File: src/rtl/rv_pipe_pkg.sv
// Shared definitions for the RV32 5-stage pipeline control blocks:
// forwarding select codes, stage-record widths and base opcodes.
package rv_pipe_pkg;

    localparam logic [1:0] FWD_REGFILE = 2'b00;
    localparam logic [1:0] FWD_EX_MEM  = 2'b01;
    localparam logic [1:0] FWD_MEM_WB  = 2'b10;

    localparam int REG_IDX_W = 5;
    localparam int EX_REC_W  = 1 + 3 * REG_IDX_W + 3;
    localparam int MEM_REC_W = 1 + REG_IDX_W + 1;
    localparam int WB_REC_W  = MEM_REC_W;

    localparam logic [6:0] OP_LOAD   = 7'b0000011;
    localparam logic [6:0] OP_BRANCH = 7'b1100011;
    localparam logic [6:0] OP_JAL    = 7'b1101111;
    localparam logic [6:0] OP_JALR   = 7'b1100111;

    // The youngest producer (EX/MEM) wins over the older one (MEM/WB).
    function automatic logic [1:0] fwd_pick(input logic mem_hit, input logic wb_hit);
        logic [1:0] sel;
        if (mem_hit) begin
            sel = FWD_EX_MEM;
        end else if (wb_hit) begin
            sel = FWD_MEM_WB;
        end else begin
            sel = FWD_REGFILE;
        end
        return sel;
    endfunction

endpackage

File: src/rtl/sat_counter.sv
// Saturating up-counter: counts inc pulses and sticks at all-ones.
module sat_counter #(
    parameter int W = 16
) (
    input  logic         clk,
    input  logic         reset,
    input  logic         inc,
    output logic [W-1:0] count
);

    localparam logic [W-1:0] CNT_MAX  = {W{1'b1}};
    localparam logic [W-1:0] CNT_ZERO = {W{1'b0}};
    localparam logic [W-1:0] CNT_ONE  = {{(W-1){1'b0}}, 1'b1};

    // Event counter register, never wraps
    always_ff @(posedge clk or posedge reset) begin
        if (reset) begin
            count <= CNT_ZERO;
        end else if (inc && (count != CNT_MAX)) begin
            count <= count + CNT_ONE;
        end else begin
            count <= count;
        end
    end

endmodule

File: src/rtl/pipe_hazard_ctrl.sv
// Hazard, forwarding and stall/flush controller for the 5-stage RV32 pipeline.
// Tracks EX/MEM/WB in a shadow scoreboard and drives enables, flushes and bypass selects.
module pipe_hazard_ctrl
    import rv_pipe_pkg::*;
#(
    parameter int REG_AW        = 5,
    parameter int CNT_W         = 16,
    parameter int HAS_WB_BYPASS = 1
) (
    input  logic              clk,
    input  logic              reset,
    input  logic              id_valid,
    input  logic [REG_AW-1:0] id_rs1,
    input  logic [REG_AW-1:0] id_rs2,
    input  logic              id_use_rs1,
    input  logic              id_use_rs2,
    input  logic [REG_AW-1:0] id_rd,
    input  logic              id_reg_write,
    input  logic              id_mem_read,
    input  logic              id_is_mc,
    input  logic              ex_mc_done,
    input  logic              ex_redirect,
    output logic              pc_en,
    output logic              pc_sel_redirect,
    output logic              if_id_en,
    output logic              if_id_flush,
    output logic              id_ex_en,
    output logic              id_ex_flush,
    output logic              ex_mem_flush,
    output logic [1:0]        fwd_a_sel,
    output logic [1:0]        fwd_b_sel,
    output logic              id_bypass_a,
    output logic              id_bypass_b,
    output logic [CNT_W-1:0]  stall_cnt,
    output logic [CNT_W-1:0]  flush_cnt
);

    localparam logic [REG_AW-1:0] IDX_ZERO = {REG_AW{1'b0}};
    localparam logic              BYP_EN   = (HAS_WB_BYPASS != 0);

    logic              ex_v_r, ex_rw_r, ex_mr_r, ex_mc_r;
    logic [REG_AW-1:0] ex_rs1_r, ex_rs2_r, ex_rd_r;
    logic              mem_v_r, mem_rw_r;
    logic [REG_AW-1:0] mem_rd_r;
    logic              wb_v_r, wb_rw_r;
    logic [REG_AW-1:0] wb_rd_r;

    logic rs1_live_s, rs2_live_s, mc_busy_s, redirect_s, load_use_s;
    logic mem_hit_a_s, mem_hit_b_s, wb_hit_a_s, wb_hit_b_s;

    assign rs1_live_s = id_valid & id_use_rs1 & (id_rs1 != IDX_ZERO);
    assign rs2_live_s = id_valid & id_use_rs2 & (id_rs2 != IDX_ZERO);
    assign mc_busy_s  = ex_v_r & ex_mc_r & ~ex_mc_done;
    assign redirect_s = ex_v_r & ex_redirect & ~mc_busy_s;
    assign load_use_s = ex_v_r & ex_mr_r & (ex_rd_r != IDX_ZERO)
                      & ((rs1_live_s & (id_rs1 == ex_rd_r)) | (rs2_live_s & (id_rs2 == ex_rd_r)))
                      & ~redirect_s & ~mc_busy_s;

    // Pipeline enables and flushes, highest-priority hazard first
    always_comb begin
        pc_en           = 1'b1;
        pc_sel_redirect = 1'b0;
        if_id_en        = 1'b1;
        if_id_flush     = 1'b0;
        id_ex_en        = 1'b1;
        id_ex_flush     = 1'b0;
        ex_mem_flush    = 1'b0;
        if (mc_busy_s) begin
            pc_en        = 1'b0;
            if_id_en     = 1'b0;
            id_ex_en     = 1'b0;
            ex_mem_flush = 1'b1;
        end else if (redirect_s) begin
            pc_sel_redirect = 1'b1;
            if_id_flush     = 1'b1;
            id_ex_flush     = 1'b1;
        end else if (load_use_s) begin
            pc_en       = 1'b0;
            if_id_en    = 1'b0;
            id_ex_flush = 1'b1;
        end else begin
            pc_en = 1'b1;
        end
    end

    assign mem_hit_a_s = mem_v_r & mem_rw_r & (mem_rd_r == ex_rs1_r) & (ex_rs1_r != IDX_ZERO);
    assign mem_hit_b_s = mem_v_r & mem_rw_r & (mem_rd_r == ex_rs2_r) & (ex_rs2_r != IDX_ZERO);
    assign wb_hit_a_s  = wb_v_r & wb_rw_r & (wb_rd_r == ex_rs1_r) & (ex_rs1_r != IDX_ZERO);
    assign wb_hit_b_s  = wb_v_r & wb_rw_r & (wb_rd_r == ex_rs2_r) & (ex_rs2_r != IDX_ZERO);
    assign fwd_a_sel   = fwd_pick(mem_hit_a_s, wb_hit_a_s);
    assign fwd_b_sel   = fwd_pick(mem_hit_b_s, wb_hit_b_s);

    assign id_bypass_a = BYP_EN & wb_v_r & wb_rw_r & (wb_rd_r == id_rs1) & (id_rs1 != IDX_ZERO);
    assign id_bypass_b = BYP_EN & wb_v_r & wb_rw_r & (wb_rd_r == id_rs2) & (id_rs2 != IDX_ZERO);

    // Shadow scoreboard; a bubble in EX clears the whole record so it cannot match anything
    always_ff @(posedge clk or posedge reset) begin
        if (reset) begin
            ex_v_r   <= 1'b0;
            ex_rs1_r <= IDX_ZERO;
            ex_rs2_r <= IDX_ZERO;
            ex_rd_r  <= IDX_ZERO;
            ex_rw_r  <= 1'b0;
            ex_mr_r  <= 1'b0;
            ex_mc_r  <= 1'b0;
            mem_v_r  <= 1'b0;
            mem_rd_r <= IDX_ZERO;
            mem_rw_r <= 1'b0;
            wb_v_r   <= 1'b0;
            wb_rd_r  <= IDX_ZERO;
            wb_rw_r  <= 1'b0;
        end else if (mc_busy_s) begin
            mem_v_r <= 1'b0;
            wb_v_r  <= mem_v_r;
            wb_rd_r <= mem_rd_r;
            wb_rw_r <= mem_rw_r;
        end else begin
            mem_v_r  <= ex_v_r;
            mem_rd_r <= ex_rd_r;
            mem_rw_r <= ex_rw_r;
            wb_v_r   <= mem_v_r;
            wb_rd_r  <= mem_rd_r;
            wb_rw_r  <= mem_rw_r;
            if (redirect_s || load_use_s) begin
                ex_v_r   <= 1'b0;
                ex_rs1_r <= IDX_ZERO;
                ex_rs2_r <= IDX_ZERO;
                ex_rd_r  <= IDX_ZERO;
                ex_rw_r  <= 1'b0;
                ex_mr_r  <= 1'b0;
                ex_mc_r  <= 1'b0;
            end else begin
                ex_v_r   <= id_valid;
                ex_rs1_r <= id_rs1;
                ex_rs2_r <= id_rs2;
                ex_rd_r  <= id_rd;
                ex_rw_r  <= id_reg_write;
                ex_mr_r  <= id_mem_read;
                ex_mc_r  <= id_is_mc;
            end
        end
    end

    sat_counter #(.W(CNT_W)) u_stall_cnt (
        .clk   (clk),
        .reset (reset),
        .inc   (mc_busy_s | load_use_s),
        .count (stall_cnt)
    );

    sat_counter #(.W(CNT_W)) u_flush_cnt (
        .clk   (clk),
        .reset (reset),
        .inc   (redirect_s),
        .count (flush_cnt)
    );

endmodule

File: config.mk
export PLATFORM = sky130hd
export DESIGN_NAME = pipe_hazard_ctrl
export DESIGN_NICKNAME = d
export VERILOG_FILES = /design/src/rtl/rv_pipe_pkg.sv /design/src/rtl/sat_counter.sv /design/src/rtl/pipe_hazard_ctrl.sv
export SDC_FILE = /design/constraint.sdc
export NUM_CORES = 1
export LEC_CHECK = 0
export CORE_UTILIZATION = 50
export CTS_CLUSTER_SIZE = 16
export DETAILED_ROUTE_END_ITERATION = 10
export PLACE_DENSITY = 0.77
export SYNTH_ARGS = -nofsm -noshare
export SYNTH_HDL_FRONTEND = slang
export SYNTH_HIERARCHICAL = 1
export SYNTH_SLANG_ARGS = --single-unit
File: constraint.sdc
create_clock -name clk -period 3.9 [get_ports clk]
set_input_delay 1.17 -clock clk [delete_from_list [all_inputs] [get_ports clk]]
set_output_delay 1.17 -clock clk [all_outputs]
set_load 0.02 [all_outputs]
==> results of run 1 <==
==> routing by layer <==
metal  GRT usage, %  routed length (um)
met1           33.4                3750
met2           42.5                4410
met3           5.77                 378
met4           7.73                  99
met5              0                   0
==> final timing paths <==
check                                        from                                 to  slack, ps  cells after the start
max                                    ex_mc_done                           id_ex_en         30                      5
min                             mem_v_r$_DFF_PP0_                   wb_v_r$_DFF_PP0_        420                      0
max reg2reg                ex_rd_r[0]$_DFFE_PP0N_  u_stall_cnt/count[15]$_DFFE_PP0P_        910                     11
min reg2reg                     mem_v_r$_DFF_PP0_                   wb_v_r$_DFF_PP0_        420                      0
max in group asynchronous                   reset   u_flush_cnt/count[8]$_DFFE_PP0P_       2190                      2
min in group asynchronous                   reset  u_stall_cnt/count[12]$_DFFE_PP0P_       1290                      2
==> synth_stat cells, drive strengths merged (3+ instances only) <==
cell type,count
a21oi,6
and2,3
and3,10
and4,8
buf,6
clkbuf,8
dfrtp,65
inv,4
mux2,4
nand2,71
nand2b,3
nand3,18
nand4,22
nor2,12
nor4,4
o21ai,20
or4,7
xnor2,58
xor2,4
==> cell families after synthesis <==
kind of cell	count (synthesis)
simple gates	163
flops	65
xor+xnor	62
compound gates	31
mux	6
fa+ha+maj	2
buf+inv	19
==> cell type report <==
cell class                 count  area, um^2  share of cell area [%]
clock inverter                 3        65.1                    1.40
clock buffer                  12         145                    3.11
timing repair buffer          96         868                    18.6
tap                           96         120                    2.58
multi-input combinational    264        1820                    39.0
inverter                       5        18.8                   0.403
sequential                    65        1630                    34.9
==> critical path, cell delays in order <==
cell             delay, ps
clkdlybuf4s50_1        490
nor2b_1                 70
nand2_1                170
buf_4                  200
clkdlybuf4s50_1        610
==> metrics by stage <==
step	TNS, ps	utilization [%]
after global placement	-3260	65.0
after CTS	0	68.2
after detailed placement	-3730	65.0
after global routing	-3.01	68.6
final	0	68.6
after floorplan	0	-
==> registers in the layout, summed over array words and instances, names as in the netlist <==
signal             cells
ex_rw_r                1
ex_rd_r                5
mem_v_r                1
mem_rd_r               5
u_flush_cnt/count     16
wb_rw_r                1
ex_rs2_r               5
wb_rd_r                5
ex_v_r                 1
u_stall_cnt/count     16
ex_mr_r                1
ex_rs1_r               5
mem_rw_r               1
wb_v_r                 1
ex_mc_r                1
==> what timing repair did <==
action,in CTS,in global routing
hold buffers,0,0
pin swaps,6,4
endpoints found under the hold margin,0,0
gates resized for setup,33,9
setup endpoints to repair,8,4
setup buffers,2,0
==> power by group through the flow <==
stage	clock network (mW)	logic (mW)	registers, mW
detailed placement	0	0.506	0.917
global placement	0	0.489	0.913
finish	0.619	0.503	0.909
CTS	0.628	0.504	0.907
global route	0.655	0.546	0.926
floorplan	0	0.256	0.928
==> reports/qor.yml, run 1 <==
initial_core_util_pct: 51.5
final_cell_area_um2: 4660
crit_arrival_ps: 2700
fin_crit_sh_pct: 99.2
ys_seq_area_share_pct: 46.5
yosysWarnings: 6
synth_top_area_share_pct: 46.5
vias: 2888
fp.dieH_um: 85.7
drt-initial-drc-count: 175
grt_max_degree: 34
cts_buffers: 9
syn_to_final_growth_pct: 33.1
slew_violations: 0
nFillCells: 523
vdd_drop_max_mv: 0.287
mostFrequentLayoutCells: "69 x nand2_1, 65 x dfrtp_1, 58 x xnor2_1, 50 x clkdlybuf4s50_1, 30 x buf_4"
p_clk_share_pct: 30.5
skew_ps: 10.2
grt_pass1_vias: 2881
viasPerCell: 5.34
worstMarginPinSlew_ps: 630
yosys.area_share.simple_pct: 25.7
synthAdderAreaFrac_pct: 0.715
path_max_fanout: 8
syn_area_um2: 3500
synth_top_family_by_area: "simple AND/OR/NAND/NOR gates"
p_seq_share_pct: 44.8
endpoint_kind: "primary output"
period_minus_slack_ps: 3870
die_w_um: 85.7
layout-drive-gt1-share_pct: 19.3
syn_inst: 348
switchingPower_uw: 635
gp_congestion: 0.889
port_buffers: 69
status: "complete, no violations"
yosys-top-cells-area: "dfrtp_1 46%, xnor2_1 15%, nand2_1 7.4%, o21ai_2 4.5%, nand4_1 3.2%"
cts_tree: "built"
fp-row-count: 30
power_leakage_nw: 2.03
overflow: 0
postRouteAntennaNets: 0
synth_cell_types: 39
dr.pass1.iters: 4
dp_cells: 524
startpoint_type: "input pin"
synth_compound_area_share_pct: 6.86
crit_required_ps: 2730
ioPinCount: 70
maxCapViolCount: 0
cts_root_buf: "clkbuf_8"
place_ws_ps: -609
total_power_mw: 2.03
worst_slack_ps: 30.0
hold_slack_ps: 424
grt_pass1_wl_um: 14300
layout_commonest_cell: "nand2_1"
synth_nets: 375
clock_path_buffers: 2
synthXorXnorAreaFrac_pct: 15.5
max_freq_mhz: 258
path_clk_slew_ps: 60
clk_latency_ps: 340
intPower_mw: 1.40
synth_largest_area_cell: "dfrtp_1"
combPwrFrac_pct: 24.8
hold_viol_final: 0
routedWlPerCell_um: 16.0
nNetsFinal: 468
coreArea_um2: 6790
ys_ff_latch: 65
muxShareOfSynthArea_pct: 1.86
dieArea_um2: 7340
wirelength_um: 8640
relSlewSlack_pct: 57.9
syn_area_per_cell_um2: 10.1
grt_use_total_pct: 25.5
ys.flop_type: "dfrtp_1"
hpwl_um: 6180
grt_antenna_before_repair: 0
dpl_cell_area_um2: 4420
antennaDiodeCount: 0
async_flop_share_pct: 100
hold_class: "reg -> reg"
clock_sink_count: 65
swShare_pct: 31.2
drc_errors: 0
htreeDepth: 3
critical_path_class: "in -> out"
synth_edf_count: 0
layout.cells.non_filler: 541
powerDensity_nw_per_um2: 436
setup_viol: 0
Power figures use the tool's default switching activity.
==> run 2, diff against run 1 <==
- CORE_UTILIZATION: 50 -> 52
- PLACE_DENSITY: 0.77 -> 0.79
==> run 2 against run 1 <==
The flow now finishes with violations (design-rule violations). Via count down 2.0%. Power is 4.1% lower. Register-to-register slack improved by 350 ps. Clock skew fell by 0.83 ps. Clock power fell by 13%. Global-route usage is 0.98 points lower. Non-clock buffer count up 3. Sequential power shrank 0.4%. Maximum frequency up 0.45%. Die area fell by 3.8%. Sequential share of layout area increased by 0.23 points. Largest power group unchanged.
==> reports/qor.yml, run 2 (synthesized netlist as in run 1, its figures left out) <==
syn_to_final_growth_pct: 32.3
total_power_mw: 1.95
nFillCells: 478
postCtsSetupRepairBufs: 0
startpoint_type: "input pin"
mostFrequentLayoutCells: "69 x nand2_1, 65 x dfrtp_1, 58 x xnor2_1, 49 x clkdlybuf4s50_1, 33 x buf_4"
die_w_um: 84.0
reg_top3: "u_flush_cnt/count: 16 flops, u_stall_cnt/count: 16 flops"
grt_pass1_wl_um: 13500
path_cells: "dlygate4sd2_1 -> or4_4 -> nor2_4 -> or3_4 -> a21oi_4 -> a21o_2 -> buf_4"
drc_errors: 6
grt_antenna_before_repair: 0
nNetsFinal: 471
clock_path_buffers: 2
period_minus_slack_ps: 3850
power_leakage_nw: 2.04
hpwl_um: 5840
coreArea_um2: 6420
worst_slack_ps: 47.3
path_clk_slew_ps: 70
p_clk_share_pct: 27.6
setup_viol: 0
gp_congestion: 0.883
dp_cells: 510
powerDensity_nw_per_um2: 421
wirelength_um: 8040
holdBufCountCts: 0
multi_input_area_um2: 1820
critical_path_class: "in -> out"
maxCapViolCount: 0
fin_setup_tns_ps: 0
routedWlPerCell_um: 15.3
seqCellArea_um2: 1630
grt_use_total_pct: 24.5
clk_latency_ps: 340
switchingPower_uw: 631
path_max_fanout: 4
endpoint_kind: "primary output"
layout.cells.non_filler: 525
worstMarginPinSlew_ps: 635
overflow: 0
layout_commonest_cell: "nand2_1"
swShare_pct: 32.4
postRouteAntennaNets: 0
fp.dieH_um: 84.0
hold_class: "reg -> reg"
max_freq_mhz: 260
cts_tree: "built"
p_seq_share_pct: 46.5
rsz0062_at_grt: "false"
status: "finished with violations"
dpl_cell_area_um2: 4430
grt_pass1_vias: 2838
ioPinCount: 70
place_ws_ps: -652
relSlewSlack_pct: 57.6
initial_core_util_pct: 54.5
skew_ps: 9.39
dr.pass1.iters: 7
intPower_mw: 1.32
final_cell_area_um2: 4630
drt-initial-drc-count: 116
hold_viol_final: 0
cts_root_buf: "clkbuf_8"
vias: 2830
dieArea_um2: 7060
hold_slack_ps: 435
port_buffers: 69
cts_buffers: 9
vdd_drop_max_mv: 0.450
htreeDepth: 3
violations: "design-rule violations"
cp_slowest_stage_delay_ps: 560
clock_sink_count: 65
viasPerCell: 5.39
fin_util_pct: 72.1
crit_required_ps: 2730
fin_crit_sh_pct: 98.8
slew_violations: 0
crit_arrival_ps: 2680
cpMaxStageDelayCell: "or4_4"
combPwrFrac_pct: 25.9
layout-drive-gt1-share_pct: 19.6
grt_max_degree: 34
antennaDiodeCount: 0
fp-row-count: 29
[run 2: changes by cell type in the layout (fill, tap and decap cells not counted), sizes merged]
cell           delta
dlygate4sd2       +1
clkinvlp          +1
bufinv            -1
buf               +3
dlymetal6s2s      +2
clkdlybuf4s15     -2
clkdlybuf4s50     -1
[run 2: path summary, 6_finish.rpt]
check | from | end | slack, ps | depth (start not counted)
setup / recovery | id_rs1[4] | id_ex_flush | 50 | 7
setup reg to reg | ex_rd_r[1]$_DFFE_PP0N_ | u_stall_cnt/count[15]$_DFFE_PP0P_ | 1260 | 11
min in group asynchronous | reset | u_flush_cnt/count[2]$_DFFE_PP0P_ | 1270 | 2
hold reg to reg | mem_v_r$_DFF_PP0_ | wb_v_r$_DFF_PP0_ | 440 | 0
hold / removal | mem_v_r$_DFF_PP0_ | wb_v_r$_DFF_PP0_ | 440 | 0
max in group asynchronous | reset | u_stall_cnt/count[9]$_DFFE_PP0P_ | 2200 | 2
[run 2: worst max-delay path, delay by kind of cell]
family | cells | cell delay [ps]
simple gates | 3 | 810
buf+inv | 2 | 410
compound gates | 2 | 290
[run 2: final cells by class]
cell class | instances | area share (%)
repair buffers | 99 | 19.3
clock buffers | 12 | 2.92
flip-flops and latches | 65 | 35.1
well taps | 77 | 2.08
inverters | 5 | 0.405
clock inverters | 3 | 0.919
multi-input cells | 264 | 39.2
[run 2: routing by layer]
metal | routed length [um] | global-route usage, %
met2 | 4000 | 40.8
met4 | 133 | 10.5
met5 | 0 | 0
met1 | 3510 | 31.5
met3 | 399 | 4.25
[run 2: what timing repair did]
item	in CTS	in global routing
pin swaps	6	4
resized for setup	34	7
endpoints found under the setup margin	8	4
[run 2: power groups by stage]
stage	sequential (mW)	clock (mW)	combinational (mW)
final	0.905	0.538	0.503
after floorplan	0.928	0	0.256
after CTS	0.903	0.544	0.505
after global routing	0.920	0.573	0.543
after detailed placement	0.913	0	0.505
after global placement	0.908	0	0.490
==> RTL change 1: new RTL, flow settings as in run 2 <==
Set the parameter `HAS_WB_BYPASS` to 0 (it was 1).
--- a/src/rtl/pipe_hazard_ctrl.sv
+++ b/src/rtl/pipe_hazard_ctrl.sv
@@ -7,3 +7,3 @@
     parameter int CNT_W         = 16,
-    parameter int HAS_WB_BYPASS = 1
+    parameter int HAS_WB_BYPASS = 0
 ) (
Check against the original RTL: not equivalent (Yosys sat finds a counterexample within 4 cycles, from zero or initial values and one cycle with reset high).
==> RTL change 1 against run 2 <==
Sequential cell count unchanged; area after synthesis down 1.2%; global-route usage down 0.87 points; setup slack better by 35 ps; design area down 1.4%; critical endpoint is now if_id_en; wire length down 5.2%; power up 2.8%.
==> RTL change 1: results (changes against run 2) <==
Static Leak: 1.99 nW (was 2.04 nW)
Met3 wire length: 263 um (was 399 um)
Number of buffers added to fix hold violations after cts: 0 (unchanged)
Leading post-synthesis cells by cell area: dfrtp_1 47%, xnor2_1 13%, mux2i_1 5.5%, o2bb2ai_1 4.1%, nand2_1 3.5% (was dfrtp_1 46%, xnor2_1 15%, nand2_1 7.4%, o21ai_2 4.5%, nand4_1 3.2%)
Postcts setup bufs: 1 (was 0)
Power density over the cells: 439 nW/um2 (was 421 nW/um2)
Number of distinct standard cells referenced by the synthesized netlist: 41 (was 39)
Fraction of met2 tracks used by global routing: 39.6% (was 40.8%)
Number of input and output port buffers inserted: 67 (was 69)
Via count of the routed design: 2716 (was 2830)
Reg-to-reg startpoint: ex_rd_r[2] (was ex_rd_r[1])
Switching portion of total power: 31.4% (was 32.4%)
Run status: finished, final reports clean (was finished, violations left)
Number of cells on the worst hold path: 0 (unchanged)
Max Clock Skew: 7.80 ps (was 9.39 ps)
Mean instance size in the synthesized netlist: 10.9 um2 (was 10.1 um2)
Global-route track usage on met3: 3.96% (was 4.25%)
Placed cells: 474 (was 510)
Post-route insts no fill: 490 (was 525)
Relative max-transition margin: 57.0% (was 57.6%)
All-layer global routing usage: 23.6% (was 24.5%)
Data arrival time of the critical path: 2650 ps (was 2680 ps)
Filler cell count: 480 (was 478)
Combinational fraction of design power: 26.8% (was 25.9%)
Met1 Usage GRT: 30.4% (was 31.5%)
Detailed placer's ending HPWL: 5520 um (was 5840 um)
Period minus WS final: 3820 ps (was 3850 ps)
Critical path endpoint: if_id_en (was id_ex_flush)
Pre-Repair DR Iteration Count: 4 (was 7)
Number of violations reported at the end of detailed-routing iteration 0: 103 (was 116)
Routed wirelength normalized by instance count: 15.6 um (was 15.3 um)
CTS-repair resized insts: 40 (was 34)
Most used standard cells in the synthesized netlist: 65 x dfrtp_1, 51 x xnor2_1, 32 x nand2_1 (was 69 x nand2_1, 65 x dfrtp_1, 58 x xnor2_1)
Critical R2R Capture: u_stall_cnt/count[10] (was u_stall_cnt/count[15])
Peak per-stage delay on the critical path: 430 ps (was 560 ps)
Maximum ir drop on the vdd rail: 0.347 mV (was 0.450 mV)
Critical Path Source: id_rs2[0] (was id_rs1[4])
Reg2reg path depth: 10 (was 11)
Post-Place Setup Slack: -710 ps (was -652 ps)
Wire length of the first global-routing pass: 12800 um (was 13500 um)
Share of final-layout standard cells stronger than drive strength 1: 17.7% (was 19.6%)
Placed cell areas: 4330 um2 (was 4430 um2)
Clock power frac: 28.0% (was 27.6%)
Min Hold Slack: 413 ps (was 435 ps)
Met1 WL: 3480 um (was 3510 um)
Routability congestion estimate from global placement: 0.880 (was 0.883)
Sequential share of the synthesized area: 47.0% (was 46.5%)
Post-layout nets: 436 (was 471)
DR WL met2: 3740 um (was 4000 um)
Maximum net fanout on the critical path: 2 (was 4)
-- RTL change 1: cell types whose count changed after synthesis, sizes merged, moves of 5 or more --
cell and delta:
inv +5, clkbuf -6, o2bb2ai +17, mux2i +17
nand2 -37, o21ai -19, xnor2 -7
-- RTL change 1: logic make-up (layout without fill, tap and decap cells) --
group                      after synthesis  after routing  share of synthesized area [%]
AOI/OAI and AO/OA                       29             29                           6.84
xor gates and xnor gates                51             51                           12.9
adders and majority gates                2              2                          0.723
other                                    1              2                          0.108
DFF                                     65             65                           47.0
buffers and inverters                   21            117                           3.40
muxes                                   23             23                           6.80
and+or+nand+nor                        124            124                           22.2
-- RTL change 1: cell type report --
type                    count  area [um2]  share of cell area [%]
multi-input cells         231        1770                    38.7
clock inverters             3        40.0                   0.877
well taps                  77        96.3                    2.11
flip-flops and latches     65        1630                    35.6
clock buffers              12         155                    3.40
inverters                   9        33.8                   0.740
repair buffers             93         843                    18.5
==> RTL change 2: new RTL, config.mk and constraints of run 2 <==
Made on the original files. Make the reset (`reset`) synchronous in 2 clocked blocks.
--- a/src/rtl/sat_counter.sv
+++ b/src/rtl/sat_counter.sv
@@ -15,3 +15,3 @@
     // Event counter register, never wraps
-    always_ff @(posedge clk or posedge reset) begin
+    always_ff @(posedge clk) begin
         if (reset) begin
--- a/src/rtl/pipe_hazard_ctrl.sv
+++ b/src/rtl/pipe_hazard_ctrl.sv
@@ -96,3 +96,3 @@
     // Shadow scoreboard; a bubble in EX clears the whole record so it cannot match anything
-    always_ff @(posedge clk or posedge reset) begin
+    always_ff @(posedge clk) begin
         if (reset) begin
Behaviour: differs if reset is asserted again (counterexample within 4 cycles, from zero or initial values and one cycle with reset high); with reset held inactive, the same outputs for 10 cycles.
==> RTL change 2 against run 2 <==
Wire length grew 9.5%; highest routed layer unchanged; area after synthesis grew 3.4%; first-iteration DRC count grew 110%; setup slack lost 9.5 ps; via count grew 18%; sequential cell count is the same; synthesized cell count grew 19%; design area grew 0.65%; die area grew 3.3%.
Power is not compared: it rests on default switching activity, and its combinational part moved more than twofold at a synthesized area within 25%.
==> RTL change 2: results (changes against run 2) <==
Sequential share of the synthesized area: 36.0% (was 46.5%)
Met1 WL: 3850 um (was 3510 um)
Met1 Usage GRT: 30.1% (was 31.5%)
Number of global-route vias before repair: 3046 (was 2838)
Leading post-synthesis cells by cell area: dfxtp_1 36%, xnor2_1 9.7%, nand3b_1 4.6%, nand2_1 4.4%, o21ai_2 4.1% (was dfrtp_1 46%, xnor2_1 15%, nand2_1 7.4%, o21ai_2 4.5%, nand4_1 3.2%)
Most used DFF post-synth: dfxtp_1 (was dfrtp_1)
Final core utilization: 69.0% (was 72.1%)
Run status: finished, final reports clean (was finished, violations left)
Worst min-delay path startpoint: ex_rw_r (was mem_v_r)
Global-route track usage on met3: 4.57% (was 4.25%)
Number of cells on the worst hold path: 2 (was 0)
Pre-Repair DR Iteration Count: 4 (was 7)
Number of distinct standard cells referenced by the synthesized netlist: 48 (was 39)
CTS-repair resized insts: 38 (was 34)
Met3 wire length: 447 um (was 399 um)
Critical R2R Capture: u_stall_cnt/count[9] (was u_stall_cnt/count[15])
FF-to-FF setup slack: 1180 ps (was 1260 ps)
Routed wirelength normalized by instance count: 15.2 um (was 15.3 um)
Period minus WS final: 3860 ps (was 3850 ps)
Peak per-stage delay on the critical path: 530 ps (was 560 ps)
Pin slew with the least headroom to its limit: 807 ps (was 635 ps)
Most used standard cells in the synthesized netlist: 65 x dfxtp_1, 42 x nand2_1, 40 x xnor2_1 (was 69 x nand2_1, 65 x dfrtp_1, 58 x xnor2_1)
Syn Nets: 442 (was 375)
Via count normalized by instance count: 5.77 (was 5.39)
Fraction of met2 tracks used by global routing: 42.8% (was 40.8%)
Mean instance size in the synthesized netlist: 8.72 um2 (was 10.1 um2)
All-layer global routing usage: 24.7% (was 24.5%)
Max Clock Skew: 6.55 ps (was 9.39 ps)
Placed cell areas: 4440 um2 (was 4430 um2)
WL final: 8810 um (was 8040 um)
Routability congestion estimate from global placement: 0.837 (was 0.883)
Detailed placer's ending HPWL: 6190 um (was 5840 um)
Placed cells: 563 (was 510)
Filler cell count: 578 (was 478)
Post-Place Setup Slack: -610 ps (was -652 ps)
Critical Path Source: id_rs2[2] (was id_rs1[4])
==> RTL change 2: cell types whose count changed in the layout (fill, tap and decap cells not counted), sizes merged, moves of 13 or more <==
| cell | run 2 | this run |
|---|---|---|
| dfrtp | 65 | 0 |
| dfxtp | 0 | 65 |
| nand2 | 71 | 44 |
| nand3b | 0 | 22 |
| a21oi | 6 | 26 |
| xnor2 | 58 | 40 |
| or4 | 7 | 20 |
==> RTL change 2: kinds of logic (layout without fill, tap and decap cells) <==
group,after synthesis,in the layout,synth area share [%]
adders and majority gates,2,2,0.692
xor gates and xnor gates,44,44,10.7
buffers and inverters,33,119,4.81
muxes,4,4,1.18
AOI/OAI and AO/OA,75,75,14.5
DFF,65,65,36.0
and+or+nand+nor,192,192,32.2
==> RTL change 2: final cells by class <==
type	count	share of cell area, %
sequential	65	27.9
multi-input combinational	317	46.5
clock inverter	5	1.18
tap	80	2.15
timing repair buffer	95	18.6
clock buffer	11	3.03
inverter	8	0.644
